--- config.mk ---
export PLATFORM = sky130hd
export DESIGN_NAME = sys_arr_feeder
export DESIGN_NICKNAME = d
export VERILOG_FILES = /design/src/rtl/sys_arr_feeder.sv
export SDC_FILE = /design/constraint.sdc
export NUM_CORES = 1
export LEC_CHECK = 0
export CORE_MARGIN = 4
export CORE_UTILIZATION = 35
export DETAILED_ROUTE_END_ITERATION = 10
export GPL_ROUTABILITY_DRIVEN = 1
export PLACE_DENSITY = 0.72
export SYNTH_ARGS = -nofsm -noshare
export SYNTH_HDL_FRONTEND = slang
export SYNTH_SLANG_ARGS = --single-unit
--- constraint.sdc ---
create_clock -name CLK -period 2.4 [get_ports CLK]
set_input_delay 0.24 -clock CLK [delete_from_list [all_inputs] [get_ports CLK]]
set_output_delay 0.24 -clock CLK [all_outputs]
set_load 0.005 [all_outputs]
--- src/rtl/sys_arr_feeder.sv ---
// sys_arr_feeder: capture MxM A/B operands and stream them diagonally skewed, zero-padded and flushed into sys_arr
module sys_arr_feeder #(
  parameter int M = 3,
  parameter int FLUSH_BEATS = M
) (
  input  logic                      CLK,
  input  logic                      rst,
  input  logic                      in_vld,
  output logic                      in_rdy,
  input  logic [M-1:0][M-1:0][7:0]  mat_a,
  input  logic [M-1:0][M-1:0][7:0]  mat_b,
  output logic                      arr_vld,
  input  logic                      arr_rdy,
  output logic [M-1:0][7:0]         a_out,
  output logic [M-1:0][7:0]         b_out,
  output logic                      busy,
  output logic                      done
);
  localparam int CW = $clog2(3*M-2+FLUSH_BEATS)+1;
  typedef enum logic [1:0] {IDLE, STREAM, FLUSH} state_t;
  state_t st, st_n;
  logic [CW-1:0] t, t_n;
  logic [M-1:0][M-1:0][7:0] ma, mb, ma_n, mb_n;
  logic [M-1:0][7:0] a_n, b_n;
  logic acc, last_d, last_f, done_n;
  assign acc = arr_vld & arr_rdy;
  assign last_d = t == CW'(3*M-3);
  assign last_f = t == CW'(FLUSH_BEATS-1);
  assign in_rdy = st == IDLE;
  assign busy = st != IDLE;
  always_ff @(posedge CLK) begin
    ma <= ma_n;
    mb <= mb_n;
    if (rst) begin
      st <= IDLE;
      t <= '0;
      arr_vld <= 1'b0;
      a_out <= '0;
      b_out <= '0;
      done <= 1'b0;
    end else begin
      st <= st_n;
      t <= t_n;
      arr_vld <= st_n != IDLE;
      a_out <= a_n;
      b_out <= b_n;
      done <= done_n;
    end
  end
  always_comb begin
    st_n = st;
    t_n = t;
    done_n = 1'b0;
    if (st == IDLE && in_vld) begin
      st_n = STREAM;
      t_n = '0;
    end else if (st == STREAM && acc) begin
      st_n = last_d ? FLUSH : STREAM;
      t_n = last_d ? '0 : t + 1'b1;
    end else if (st == FLUSH && acc) begin
      st_n = last_f ? IDLE : FLUSH;
      t_n = last_f ? '0 : t + 1'b1;
      done_n = last_f;
    end
  end
  always_comb begin
    ma_n = (st == IDLE && in_vld) ? mat_a : ma;
    mb_n = (st == IDLE && in_vld) ? mat_b : mb;
    a_n = '0;
    b_n = '0;
    for (int i = 0; i < M; i++)
      for (int k = 0; k < M; k++)
        if (st_n == STREAM && t_n == CW'(i+k)) begin
          a_n[i] = ma_n[i][k];
          b_n[i] = mb_n[k][i];
        end
  end
endmodule

==> metrics.txt <==
Final GP Congestion=0.858; row count=53; vias per cell=4.65; Mean Syn Cell Area=8.11 µm²; Tmin final=2280 ps; H-Tree Depth=1; Critical Path Start=t[0]$_SDFF_PP0_; ANT nets after route=0; r2r startpoint=t[0]$_SDFF_PP0_; Final Max Tran Viols=0; final hold slack=277 ps; worst slew pin tran=757 ps; total congestion overflow=0; CP required=2790 ps; hold buffers post-CTS=0; unrepaired setup endpoints after global routing=false; largest net degree at the start of global routing=79; R2R depth=10; critical path's top delay family=simple AND/OR/NAND/NOR gates; kind of critical path=flop to flop; Synth Register Bits=201; initial antenna violation count=0; Achievable Freq=439 MHz; fraction of registers with async set or reset after synthesis=0%; HPWL Detailed=14200 µm; initial core utilization=35.9%; Synth cell types=52; commonest cells in the netlist=404 x nand2_1, 201 x dfxtp_1, 86 x nor2_1, 33 x mux2i_1, 28 x buf_2; CTS Buf Count=22; Critical Path End Type=flop; gr usage total=16.4%; initial DRC count=247; crit-path max FO=32; Clock Skew=9.18 ps; CP Launch Type=flop; Bufs and invs on worst path=3; DRC=0; Detailed Routing Iterations Pass 1=4; Max IR drop VDD=388 µV; Vias=6657; worst min path class=input port to flop; most frequent cell after synthesis=nand2_1; clock latency on the worst-skew pair=490 ps; cells after synthesis=939; period utilization=95.0%; CTS max path bufs=3; layout cells sized above 1=8.56%; vias in the first global route=6642; Die Footprint=0.0242 mm²; WP depth=10; CTS sink count=201; worst flop-to-flop path endpoint=a_out[7]$_SDFF_PP0_; Final Util=51.1%; DR WL/cell=14.6 µm; Die Height=156 µm; CTS tree=built; Fillers=2002; Root Buffer Master=clkbuf_16; CP max stage cell=or4b_1; crit path cell chain=inv_1 > ha_1 > buf_4 > or3b_4 > nor3_1 > or4b_1 > o2111ai_1 > or2_1 > buf_12 > o21ba_2; r2r setup slk=120 ps; first-pass GRT wire length=32700 µm; post-synth top area share=52.8%; count of warnings emitted by yosys=0; Final nets=1292; die width=156 µm; I/O Buffers=199; synthesized area=0.00762 mm²; final hold vios=0; core area=0.0212 mm²; synth top area cells=dfxtp_1 53%, nand2_1 20%, mux2i_1 4.3%, nor2_1 4.2%, o32a_1 2.1%; prevailing post-synth register cell=dfxtp_1; Post-synth EDFFs=0; outcome=complete, no violations; number of max-cap violations=0; Routed WL=20900 µm; syn_nets=1089; Syn-to-layout area delta=42.2%; register area share after synthesis=52.8%; pwr/cell area=754 mW/mm²; Post-CTS Setup Bufs=0; Lkg Pwr=0.00501 µW; Largest stage delay, worst path=480 ps; Synth area leader=dfxtp_1; clk slew on worst S/H paths=60 ps; max_slew headroom=49.5%; crit path to=a_out[7]$_SDFF_PP0_; ANT cells=0; arrival time worst endpoint=2670 ps; Final setup viols=0; # IOs=200
-- worst min-delay path by stage --
stage | from | endpoint | slack, ps | cells after the start
after floorplan | mat_a[10] | ma[10]$_DFF_P_ | 340 | 2
after global placement | ma[10]$_DFF_P_ | ma[10]$_DFF_P_ | 430 | 2
after detailed placement | mb[24]$_DFF_P_ | mb[24]$_DFF_P_ | 430 | 2
after CTS | mat_a[57] | ma[57]$_DFF_P_ | 260 | 3
after global routing | mat_b[28] | mb[28]$_DFF_P_ | 260 | 3
final | mat_a[57] | ma[57]$_DFF_P_ | 280 | 3
-- per-stage QoR --
step	setup TNS, ps	std cells	total power (µW)	setup slack [ps]	cell area [µm²]
6_report	0	1431	8170	120	10800
3_3_place_gp	-3440	1391	4970	-229	10100
4_1_cts	0	1429	8250	104	10800
3_5_place_dp	-4960	1391	5000	-301	10100
2_1_floorplan	0	939	4500	245	7620
5_1_grt	0	1431	8560	4.54	10800
-- where the power goes --
part	switching [µW]	internal, µW	leakage [µW]
combinational	528	557	0.00300
clock	1310	1930	0.000340
sequential	131	3720	0.00167
total	1970	6200	0.00501
-- worst register-to-register path, cell delays in order (launching register included) --
cell       delay [ps]
dfxtp_1           320
inv_1              40
ha_1              200
buf_4             140
or3b_4            240
nor3_1             40
or4b_1            480
o2111ai_1         140
or2_1             180
buf_12            200
o21ba_2           200
-- metal layers --
layer | routed length, µm | GRT usage [%] | up-vias
met2 | 9860 | 28.3 | 189
met5 | 0 | 0 | -
met3 | 1510 | 4.44 | 44
li1 | - | - | 3398
met4 | 594 | 5.21 | 0
met1 | 8950 | 19.9 | 3026
-- logic make-up (layout without fill, tap and decap cells) --
group | Yosys count | count (layout) | share of synthesized area, %
simple gates | 553 | 553 | 29.5
flops | 201 | 201 | 52.8
buf+inv | 76 | 293 | 4.70
compound gates | 71 | 71 | 7.93
mux | 33 | 33 | 4.34
xor+xnor | 3 | 3 | 0.443
fa+ha+maj | 2 | 2 | 0.328
-- state kept, by name, indices dropped and copies added, names as in the netlist --
register and count:
ma 72, mb 72, a_out 24, b_out 24, t 5, st 2
arr_vld 1, done 1
-- layout by cell type, fill, tap and decap left out, drive strengths merged, types with 2 or more instances in the layout --
cell	Yosys	final
a211oi	2	2
a22oi	2	2
and2	16	16
a21oi	5	5
nand2	404	404
ha	2	2
dfxtp	201	201
xnor2	3	3
nor3	23	23
buf	43	35
o21ai	4	4
nor3b	3	3
nor4	3	3
nor2	86	86
o21ba	15	15
or3	3	3
o32a	16	16
nand2b	3	3
o22ai	16	16
clkdlybuf4s50	0	199
nor2b	2	2
or3b	2	2
mux2i	33	33
clkinv	0	4
clkbuf	14	34
inv	19	19
-- area by class of cell --
class	instances	area, µm²	share of cell area [%]
timing repair buffer	236	2410	22.3
tap	275	344	3.17
sequential	201	4030	37.1
multi-input combinational	662	3280	30.3
clock buffer	32	628	5.80
clock inverter	6	72.6	0.670
inverter	19	71.3	0.658
-- what timing repair did --
action	4_1_cts	5_1_grt
gates resized for setup	2	7
endpoints found under the hold margin	0	0
endpoints found under the setup margin	17	9
cloned	0	2
Note: power is estimated with default switching activity, not from simulation.
